### config.mk
export PLATFORM = sky130hd
export DESIGN_NAME = sync_pkt_source_flat
export DESIGN_NICKNAME = d
export VERILOG_FILES = /design/src/rtl/sync_pkt_source_if.sv /design/src/rtl/sync_pkt_source.sv /design/src/flat_wrapper.sv
export SDC_FILE = /design/constraint.sdc
export NUM_CORES = 1
export LEC_CHECK = 0
export ABC_AREA = 0
export BUFFER_PORTS_ARGS = -buffer_cell sky130_fd_sc_hd__buf_4
export CORE_UTILIZATION = 55
export CTS_CLUSTER_SIZE = 40
export DETAILED_ROUTE_END_ITERATION = 7
export GPL_TIMING_DRIVEN = 0
export PLACE_DENSITY = 0.9
export SYNTH_ARGS = -nofsm -noshare
export SYNTH_HDL_FRONTEND = slang
export SYNTH_SLANG_ARGS = --single-unit
### constraint.sdc
create_clock -name clk -period 4.1 [get_ports clk]
set_input_delay 0.205 -clock clk [delete_from_list [all_inputs] [get_ports clk]]
set_output_delay 0.205 -clock clk [all_outputs]
set_load 0.005 [all_outputs]
### src/rtl/sync_pkt_source_if.sv
// ---------------------------------------------------------------------------
// sync_pkt_source_if
//
// Packet bus between sync_pkt_source and the sync receiver. One beat per
// cycle, no back-pressure: the receiver must consume every beat with
// valid=1.
//
// Signals
//   valid : beat present this cycle
//   addr  : packet address (load / decrement command selector)
//   data  : packet payload (load value; zero for decrement packets)
//
// Modports
//   master : packet producer (sync_pkt_source)
//   slave  : packet consumer (receiver / testbench monitor)
// ---------------------------------------------------------------------------
interface sync_pkt_source_if #(
  parameter int ADDR_W = 8,
  parameter int DATA_W = 64
);

  logic              valid;
  logic [ADDR_W-1:0] addr;
  logic [DATA_W-1:0] data;

  modport master (output valid, addr, data);
  modport slave  (input  valid, addr, data);

endinterface

### src/rtl/sync_pkt_source.sv
// ---------------------------------------------------------------------------
// sync_pkt_source
//
// Issues one command's worth of packets to a remote sync counter: a single
// LOAD packet carrying the count, followed by `count` DEC packets with an
// optional idle gap after each one. It then waits for the receiver to report
// that its counter reached zero (sync), or gives up after TIMEOUT cycles, and
// finishes with a one-cycle done pulse whose err flag tells which happened.
//
// Parameters
//   LOAD_ADDR : packet address that loads the remote counter
//   DEC_ADDR  : packet address that decrements the remote counter
//   TIMEOUT   : max cycles spent waiting for sync after the last packet
//   ADDR_W    : width of pkt_out.addr (must match the interface instance)
//
// Ports
//   clk       : clock, rising edge
//   reset     : synchronous, active-high
//   cmd_valid : command request (held by the requester until accepted)
//   cmd_ready : command accept, high only while idle
//   cmd_count : number of DEC packets to issue
//   cmd_gap   : idle cycles inserted after each DEC packet
//   pkt_out   : packet stream to the sync receiver (master modport)
//   sync      : registered zero-reached flag from the receiver
//   busy      : high whenever a command is in progress
//   done      : one-cycle completion pulse
//   err       : timeout status, valid with done, held until next accept
// ---------------------------------------------------------------------------
module sync_pkt_source #(
  parameter int unsigned LOAD_ADDR = 128,
  parameter int unsigned DEC_ADDR  = 130,
  parameter int unsigned TIMEOUT   = 1024,
  parameter int          ADDR_W    = 8
) (
  input  logic                     clk,
  input  logic                     reset,
  input  logic                     cmd_valid,
  output logic                     cmd_ready,
  input  logic [63:0]              cmd_count,
  input  logic [7:0]               cmd_gap,
  sync_pkt_source_if.master        pkt_out,
  input  logic                     sync,
  output logic                     busy,
  output logic                     done,
  output logic                     err
);

  // Counter is wide enough to hold TIMEOUT-1, the value at which we give up.
  localparam int TW = (TIMEOUT > 1) ? $clog2(TIMEOUT + 1) : 1;
  localparam logic [TW-1:0] TMO_LAST = TW'(TIMEOUT - 1);

  typedef enum logic [2:0] {
    IDLE,
    LOAD,
    DEC,
    GAP,
    WAIT_SYNC,
    FIN
  } state_t;

  state_t        state;
  state_t        state_next;

  logic [63:0]   remaining;
  logic [7:0]    gap_len;
  logic [7:0]    gap_cnt;
  logic [TW-1:0] tmo_cnt;
  logic          err_q;

  logic          accept;
  logic          tmo_hit;

  assign accept  = cmd_valid && cmd_ready;
  assign tmo_hit = (tmo_cnt == TMO_LAST);

  always_ff @(posedge clk) begin
    if (reset) begin
      state     <= IDLE;
      remaining <= '0;
      gap_len   <= '0;
      gap_cnt   <= '0;
      tmo_cnt   <= '0;
      err_q     <= 1'b0;
    end else begin
      state <= state_next;

      case (state)
        IDLE: begin
          if (accept) begin
            remaining <= cmd_count;
            gap_len   <= cmd_gap;
            err_q     <= 1'b0;
          end
        end

        DEC: begin
          // Guarded so a zero count can never wrap to all-ones.
          if (remaining != 64'd0) begin
            remaining <= remaining - 64'd1;
          end
          // Down-counter: GAP exits on the cycle it reads zero, giving
          // exactly gap_len idle cycles.
          gap_cnt <= gap_len - 8'd1;
        end

        GAP: begin
          if (gap_cnt != 8'd0) begin
            gap_cnt <= gap_cnt - 8'd1;
          end
        end

        WAIT_SYNC: begin
          tmo_cnt <= tmo_cnt + TW'(1);
          // sync takes priority over a simultaneous timeout.
          if (!sync && tmo_hit) begin
            err_q <= 1'b1;
          end
        end

        default: begin
        end
      endcase

      // Fresh timeout window on every entry into WAIT_SYNC.
      if ((state_next == WAIT_SYNC) && (state != WAIT_SYNC)) begin
        tmo_cnt <= '0;
      end
    end
  end

  // All outputs are forced low while reset is high so that an abort takes
  // effect in the same cycle, independent of the registered state.
  always_comb begin
    state_next    = state;
    cmd_ready     = 1'b0;
    busy          = 1'b0;
    done          = 1'b0;
    err           = 1'b0;
    pkt_out.valid = 1'b0;
    pkt_out.addr  = '0;
    pkt_out.data  = '0;

    case (state)
      IDLE: begin
        if (cmd_valid) begin
          state_next = LOAD;
        end
      end

      LOAD: begin
        state_next = (remaining == 64'd0) ? WAIT_SYNC : DEC;
      end

      DEC: begin
        if (remaining <= 64'd1) begin
          state_next = WAIT_SYNC;
        end else if (gap_len != 8'd0) begin
          state_next = GAP;
        end else begin
          state_next = DEC;
        end
      end

      GAP: begin
        if (gap_cnt == 8'd0) begin
          state_next = DEC;
        end
      end

      WAIT_SYNC: begin
        if (sync || tmo_hit) begin
          state_next = FIN;
        end
      end

      FIN: begin
        state_next = IDLE;
      end

      default: begin
        state_next = IDLE;
      end
    endcase

    if (!reset) begin
      cmd_ready = (state == IDLE);
      busy      = (state != IDLE);
      done      = (state == FIN);
      err       = err_q;

      if (state == LOAD) begin
        pkt_out.valid = 1'b1;
        pkt_out.addr  = ADDR_W'(LOAD_ADDR);
        pkt_out.data  = remaining;
      end else if (state == DEC) begin
        pkt_out.valid = 1'b1;
        pkt_out.addr  = ADDR_W'(DEC_ADDR);
        pkt_out.data  = '0;
      end
    end
  end

endmodule

### src/flat_wrapper.sv
// flat-port wrapper written by rule: the top's interface ports become plain ports
module sync_pkt_source_flat 
#(
  parameter int unsigned LOAD_ADDR = 128,
  parameter int unsigned DEC_ADDR  = 130,
  parameter int unsigned TIMEOUT   = 1024,
  parameter int          ADDR_W    = 8
)
  (clk, reset, cmd_valid, cmd_ready, cmd_count, cmd_gap, sync, busy, done, err, pkt_out_valid, pkt_out_addr, pkt_out_data);
  sync_pkt_source_if #(.ADDR_W(ADDR_W)) pkt_out_i ();
  input  logic clk;
  input  logic reset;
  input  logic cmd_valid;
  output logic cmd_ready;
  input  logic [63:0] cmd_count;
  input  logic [7:0] cmd_gap;
  input  logic sync;
  output logic busy;
  output logic done;
  output logic err;
  output wire logic [$bits(pkt_out_i.valid)-1:0] pkt_out_valid;
  output wire logic [$bits(pkt_out_i.addr)-1:0] pkt_out_addr;
  output wire logic [$bits(pkt_out_i.data)-1:0] pkt_out_data;
  assign pkt_out_valid = pkt_out_i.valid;
  assign pkt_out_addr = pkt_out_i.addr;
  assign pkt_out_data = pkt_out_i.data;
  sync_pkt_source #(.LOAD_ADDR(LOAD_ADDR), .DEC_ADDR(DEC_ADDR), .TIMEOUT(TIMEOUT), .ADDR_W(ADDR_W)) u_core (.clk(clk), .reset(reset), .cmd_valid(cmd_valid), .cmd_ready(cmd_ready), .cmd_count(cmd_count), .cmd_gap(cmd_gap), .pkt_out(pkt_out_i), .sync(sync), .busy(busy), .done(done), .err(err));
endmodule
==> reports/qor.yml, run 1 <==
layout:
  multiInputGateArea_sq_um: 4023
  nNetsFinal: 1113
  num_antenna_cells: 0
  area_growth_pct: 25.65
  drive_above_1_share_pct: 20.54
  final_cell_area_sq_um: 7919
  register_area_sq_um: 1902
  nFillCells: 923
sta:
  rsz0062_at_grt: "no"
  hold_viol_final: 0
  slew_headroom_pct: 21.71
  fin_crit_sh_pct: 93.27
  layout_min_cycle_time_ns: 3.824
  clock-skew-final_ns: 0.01343
  tns_ns: 0
  setup_viol: 0
  tightestPinTransition_ns: 1.164
  slew_violations: 0
  clock.fmax_mhz: 261.5
drt:
  post_drt_wl_per_cell_um: 21.42
  drc: 0
  avgViaCountPerCell: 6.707
  dr.pass1.iters: 6
  routed-via-count: 7894
  routed_wirelength_um: 25220
  drtIter0Drc: 1354
  antenna_left: 0
hold_path:
  hold_path_class: "in -> reg"
  holdPathStages: 3
run_status:
  status: "complete, no violations"
synth:
  synth_cells: 872
  synthFlopType: "dfxtp_1"
  ys_seq_elements: 95
  yosysSeqAreaShare_pct: 30.18
  synth.avg_cell_area_sq_um: 7.227
  yosys_warnings: 0
  synth.cell_area_sq_um: 6302
  synth-edff-count: 0
  ys_async_sr_fraction_pct: 0
  ys_types: 65
placed_design:
  gp_congestion: 1.019
  io_buffer_count: 145
  dp_hpwl_um: 17790
  dpl-instance-area_sq_um: 7585
global_routing:
  grt_usage_pct: 42.64
  grt_pass1_vias: 7057
  antenna_found_initial: 0
  grt_max_degree: 15
  overflow: 0
  grt_pass1_wl_um: 37850
clock_tree:
  clk_path_buf_depth: 2
  cts_tree: "done"
  clock_sinks: 95
  numCtsBuffers: 9
  clk_pin_slew_ns: 0.07
  postCtsHoldBufs: 0
  clock_latency_ns: 0.35
  htree_levels: 3
  cts-root-buf: "clkbuf_16"
pwr:
  internal_power_mw: 2.041
  clkPwrFrac_pct: 29.3
  vdd_drop_max_v: 0.0002312
  pwr-share-seq_pct: 34.8
  power_switching_mw: 1.286
  p_leak_nw: 3.122
  switching_share_pct: 38.66
  power_frac_comb_pct: 35.9
  power.total_mw: 3.327
  powerDensity_nw_per_um2: 420.2
die:
  dieHeight_um: 109.0
  die-area_sq_um: 11890
  core_sq_um: 10980
  placementRows: 38
  pin_count: 153
  initial_core_util_pct: 57.38
  die_x_um: 109.0
critical_path:
  cp-start-kind: "flop"
  cp_max_fo: 10
  rr_worst_depth: 9
  endpoint_kind: "flop"
  crit_arrival_ns: 4.10
  path_class: "reg -> reg"
  crit_required_ns: 4.37
run:
  max_cap_violations: 0
-- cell usage in the layout (no fill, tap or decap), types with 9 or more instances in the layout --
cell type | netlist | layout
o32ai_1 | 17 | 17
o21ai_0 | 41 | 41
clkbuf_1 | 52 | 54
a211oi_2 | 15 | 15
nand3_1 | 22 | 22
dfxtp_1 | 95 | 95
or3_1 | 19 | 19
inv_1 | 11 | 11
a21oi_1 | 85 | 85
nand4_1 | 11 | 11
nand2_1 | 107 | 107
nor4_1 | 26 | 25
and2_1 | 59 | 59
nor2_1 | 86 | 86
nor3_1 | 45 | 45
buf_4 | 9 | 154
clkbuf_16 | 0 | 9
a211oi_1 | 9 | 9
xor2_1 | 9 | 9
o22ai_1 | 12 | 12
-- repair_timing --
action,CTS,global route
setup endpoints to repair,0,21
resized for setup,0,1
buffers inserted,0,0
-- area by class of cell --
type                       instances  share of cell area [%]
clock inverter                     4                   1.201
inverter                          12                  0.5688
clock buffer                      11                   2.939
timing repair buffer             145                   13.75
buffer                            75                   4.519
tap                              140                   2.212
multi-input combinational        695                   50.80
sequential                        95                   24.02
-- cell usage after synthesis (all sizes together), types with 8 or more instances --
library cell	n	area share (%)
a211oi	24	4.0
a21oi	86	6.9
a22oi	8	0.95
and2	59	5.9
buf	23	2.6
clkbuf	52	3.1
dfxtp	95	30
inv	11	0.66
nand2	107	6.4
nand3	22	1.7
nand4	11	1.1
nor2	86	5.1
nor3	45	3.6
nor4	27	2.8
o21ai	48	3.8
o22ai	12	1.2
o32ai	18	2.6
or3	19	1.9
or4	9	1.2
xor2	9	1.3
-- power by group through the flow --
stage / combinational, mW / clock [mW] / sequential [mW]
floorplan: 0.773 / 0 / 1.13
global placement: 1.11 / 0 / 1.16
detailed placement: 1.13 / 0 / 1.17
CTS: 1.14 / 0.963 / 1.15
global route: 1.27 / 0.998 / 1.17
finish: 1.20 / 0.973 / 1.16
-- through the flow --
stage	worst slack (ns)	hold WS, ns	util, %	std cells
after global placement	0.3467	0.4526	69.06	1162
final	0.2760	0.09953	72.10	1177
after global routing	0.1369	0.1024	72.10	1177
after detailed placement	0.2851	0.4614	69.06	1162
after floorplan	0.8341	0.3410	-	877
after CTS	0.2592	0.09637	72.04	1177
-- routing by layer --
layer	up-vias	share of wire [%]	GRT usage, %
met3	155	15	8.368
li1	3494	-	-
met2	746	43	63.43
met1	3499	36	55.91
met5	-	0	0
met4	0	6.3	27.90
-- path summary, 6_finish.rpt --
path / from / slack, ns / endpoint
max reg2reg: u_core.remaining[9] / 0.28 / u_core.remaining[21]
min: cmd_gap[5] / 0.1 / u_core.gap_len[5]
max: u_core.remaining[9] / 0.28 / u_core.remaining[21]
min reg2reg: u_core.gap_cnt[0] / 0.47 / u_core.gap_cnt[0]
-- cells by family (layout without fill, tap and decap cells) --
| group | Yosys count | in the layout | share of synthesized area [%] |
|---|---|---|---|
| flip-flops | 95 | 95 | 30.18 |
| AO/OA/AOI/OAI | 252 | 252 | 26.90 |
| adder cells (fa/ha/maj) | 4 | 4 | 0.7942 |
| buffers and inverters | 87 | 247 | 6.393 |
| other | 1 | 6 | 0.05950 |
| multiplexers | 4 | 4 | 0.6353 |
| AND/OR/NAND/NOR | 414 | 414 | 32.96 |
| XOR/XNOR | 15 | 15 | 2.085 |
-- sequential cells by signal, summed over array words and instances, names as in the netlist --
register / cells
u_core.err_q: 1
u_core.gap_cnt: 8
u_core.gap_len: 8
u_core.remaining: 64
u_core.state: 3
u_core.tmo_cnt: 11
-- worst max-delay path, stage by stage (launching register included) --
cell and delay (ns):
dfxtp_1 0.38, nor4_1 0.93, nand2_1 0.29, or2_2 0.37, clkbuf_1 0.19, or4_4 0.50, a21oi_2 0.19, clkbuf_1 0.49
o21ai_0 0.22, a21oi_1 0.18
(Power assumes the default switching activity.)
==> inputs of run 2 (changes only) <==
CELL_PAD_IN_SITES_DETAIL_PLACEMENT = 1   (was default)
CELL_PAD_IN_SITES_GLOBAL_PLACEMENT = 1   (was default)
CORE_UTILIZATION = 39   (was 55)
HOLD_SLACK_MARGIN = 0.12   (was default)
==> run 2 against run 1 <==
Compared with the run above:
- combinational power up 3%
- largest cell class unchanged
- the run now ends with DRC left
- clock power fell by 3.3%
- largest power group unchanged
- register-to-register slack worse by 0.07 ns
- clock-buffer cell count down 1
- critical path depth shrank 1
- first-iteration DRC count shrank 45%
- global-route usage down 7.3 points
- final cell count rose by 7.2%
- via count decreased by 0.10%
- clock skew down 0.0018 ns
- sequential share of layout area fell by 0.50 points
==> reports/qor.yml, run 2 (synthesized netlist as in run 1, its figures left out) <==
sta:
  slew_headroom_pct: 17.72  # -4.0 points
  fin_crit_sh_pct: 94.98  # +1.7 points
  setup_viol: 0  # unchanged
  clock.fmax_mhz: 256.8  # -1.8%
  hold_viol_final: 0  # unchanged
  rsz0062_at_grt: "no"
  tightestPinTransition_ns: 1.223  # +0.05942 ns
  clock-skew-final_ns: 0.01162  # -0.001810 ns
  slew_violations: 0  # unchanged
  tns_ns: 0  # unchanged
  layout_min_cycle_time_ns: 3.894  # +0.07028 ns
drt:
  dr.pass1.iters: 7  # +1
  post_drt_wl_per_cell_um: 23.09  # +7.8%
  routed_wirelength_um: 29140  # +16%
  avgViaCountPerCell: 6.249  # -6.8%
  drc: 1  # +1
  drtIter0Drc: 739  # -45%
  routed-via-count: 7886  # -0.10%
  antenna_left: 0  # unchanged
layout:
  final_common_cell: "buf_4"
  multiInputGateArea_sq_um: 4029  # +0.16%
  nNetsFinal: 1121  # +0.72%
  final_cell_area_sq_um: 8087  # +2.1%
  drive_above_1_share_pct: 20.65  # +0.11 points
  nFillCells: 2038  # +120%
  largest_reg_flops: 64  # unchanged
  area_growth_pct: 28.31
  largest-register: "u_core.remaining"
  num_antenna_cells: 0  # unchanged
  register_area_sq_um: 1902  # unchanged
  reg.largest.list: "u_core.remaining: 64 flops, u_core.tmo_cnt: 11 flops"
  final_cell_mix: "buf_4, nand2_1, dfxtp_1"
global_routing:
  grt_pass1_wl_um: 43930  # +16%
  grt_pass1_vias: 8003  # +13%
  grt_usage_pct: 35.31  # -7.3 points
  overflow: 0  # unchanged
  grt_max_degree: 16  # +1
  antenna_found_initial: 0  # unchanged
critical_path:
  cp_max_fo: 10  # unchanged
  crit_arrival_ns: 4.18  # +0.08 ns
  crit_required_ns: 4.39  # +0.02 ns
  endpoint_kind: "flop"
  path_class: "reg -> reg"
  cp-start-kind: "flop"
run:
  max_cap_violations: 0  # unchanged
placed_design:
  dpl-instance-area_sq_um: 7680  # +1.3%
  dp_hpwl_um: 20870  # +17%
  gp_congestion: 0.9782  # -4.0%
  io_buffer_count: 145  # unchanged
die:
  die_x_um: 129.1  # +18%
  pin_count: 153  # unchanged
  core_sq_um: 15830  # +44%
  initial_core_util_pct: 39.82  # -18 points
  placementRows: 46  # +21%
  die-area_sq_um: 16670  # +40%
  dieHeight_um: 129.1  # +18%
clock_tree:
  clk_pin_slew_ns: 0.08  # about the same
  clock_latency_ns: 0.37  # +0.02 ns
  numCtsBuffers: 9  # unchanged
  clock_sinks: 95  # unchanged
  clk_path_buf_depth: 2  # unchanged
  cts_tree: "done"
  htree_levels: 3  # unchanged
  cts-root-buf: "clkbuf_16"
run_status:
  violations: "DRC"
  status: "finished with violations"
pwr:
  p_leak_nw: 3.146  # +0.76%
  internal_power_mw: 1.987  # -2.6%
  powerDensity_nw_per_um2: 412.8  # -1.7%
  switching_share_pct: 40.47  # +1.8 points
  vdd_drop_max_v: 0.0002513  # +8.7%
  pwr-share-seq_pct: 34.8  # about the same
  power_switching_mw: 1.351  # +5.0%
  power_frac_comb_pct: 37.0  # +1.1 points
  clkPwrFrac_pct: 28.2  # -1.1 points
hold_path:
  hold_path_class: "in -> reg"
-- run 2: timing repair --
action,in CTS,in global routing
setup buffers,0,0
endpoints found under the hold margin,8,0
hold buffers,8,0
endpoints found under the setup margin,0,41
gates resized for setup,0,2
-- run 2: final cells by class --
cell class                 instances  area share, %
multi-input combinational        695          49.82
buffer                            75          4.425
inverter                          12         0.5570
tap                              216          3.342
sequential                        95          23.52
clock inverter                     6          1.052
clock buffer                      10          2.832
timing repair buffer             153          14.45
-- run 2: path summary, 6_finish.rpt --
path	start	depth (start not counted)	to	slack [ns]
worst max-delay path	u_core.remaining[19]	8	u_core.remaining[21]	0.21
worst min register to register	u_core.gap_len[0]	2	u_core.gap_len[0]	0.49
worst max register to register	u_core.remaining[19]	8	u_core.remaining[21]	0.21
worst min-delay path	cmd_count[47]	3	u_core.remaining[47]	0.13
-- run 2: routing by layer --
| metal | global-route usage [%] | vias up | wire length [um] |
|---|---|---|---|
| met5 | 0 | - | 0 |
| met2 | 58.03 | 496 | 13460 |
| met4 | 24.01 | 0 | 1803 |
| met1 | 41.26 | 3733 | 11110 |
| li1 | - | 3503 | - |
| met3 | 7.680 | 154 | 2762 |
-- run 2: through the flow --
step,utilization [%],cells,hold WS (ns),power (mW),setup slack (ns)
2_1_floorplan,-,877,0.3410,1.900,0.8341
3_3_place_gp,48.52,1238,0.4522,2.310,0.1686
3_5_place_dp,48.52,1238,0.4644,2.349,0.1418
4_1_cts,51.01,1262,0.1260,3.283,0.1192
5_1_grt,51.09,1262,0.1363,3.464,0.1168
6_report,51.09,1262,0.1344,3.338,0.2057
-- run 2: worst max-delay path: stages, from the launching register on --
cell      delay [ns]
dfxtp_1         0.39
or4_4           0.60
or4b_4          0.54
or4_1           0.57
or4_4           0.55
a21oi_2         0.18
clkbuf_1        0.58
o21ai_0         0.23
a21oi_1         0.18
-- run 2: power groups by stage --
stage | clock [mW] | combinational, mW | sequential [mW]
after floorplan | 0 | 0.773 | 1.13
after global placement | 0 | 1.14 | 1.17
after detailed placement | 0 | 1.18 | 1.17
after CTS | 0.938 | 1.19 | 1.15
after global routing | 0.977 | 1.31 | 1.17
final | 0.941 | 1.24 | 1.16
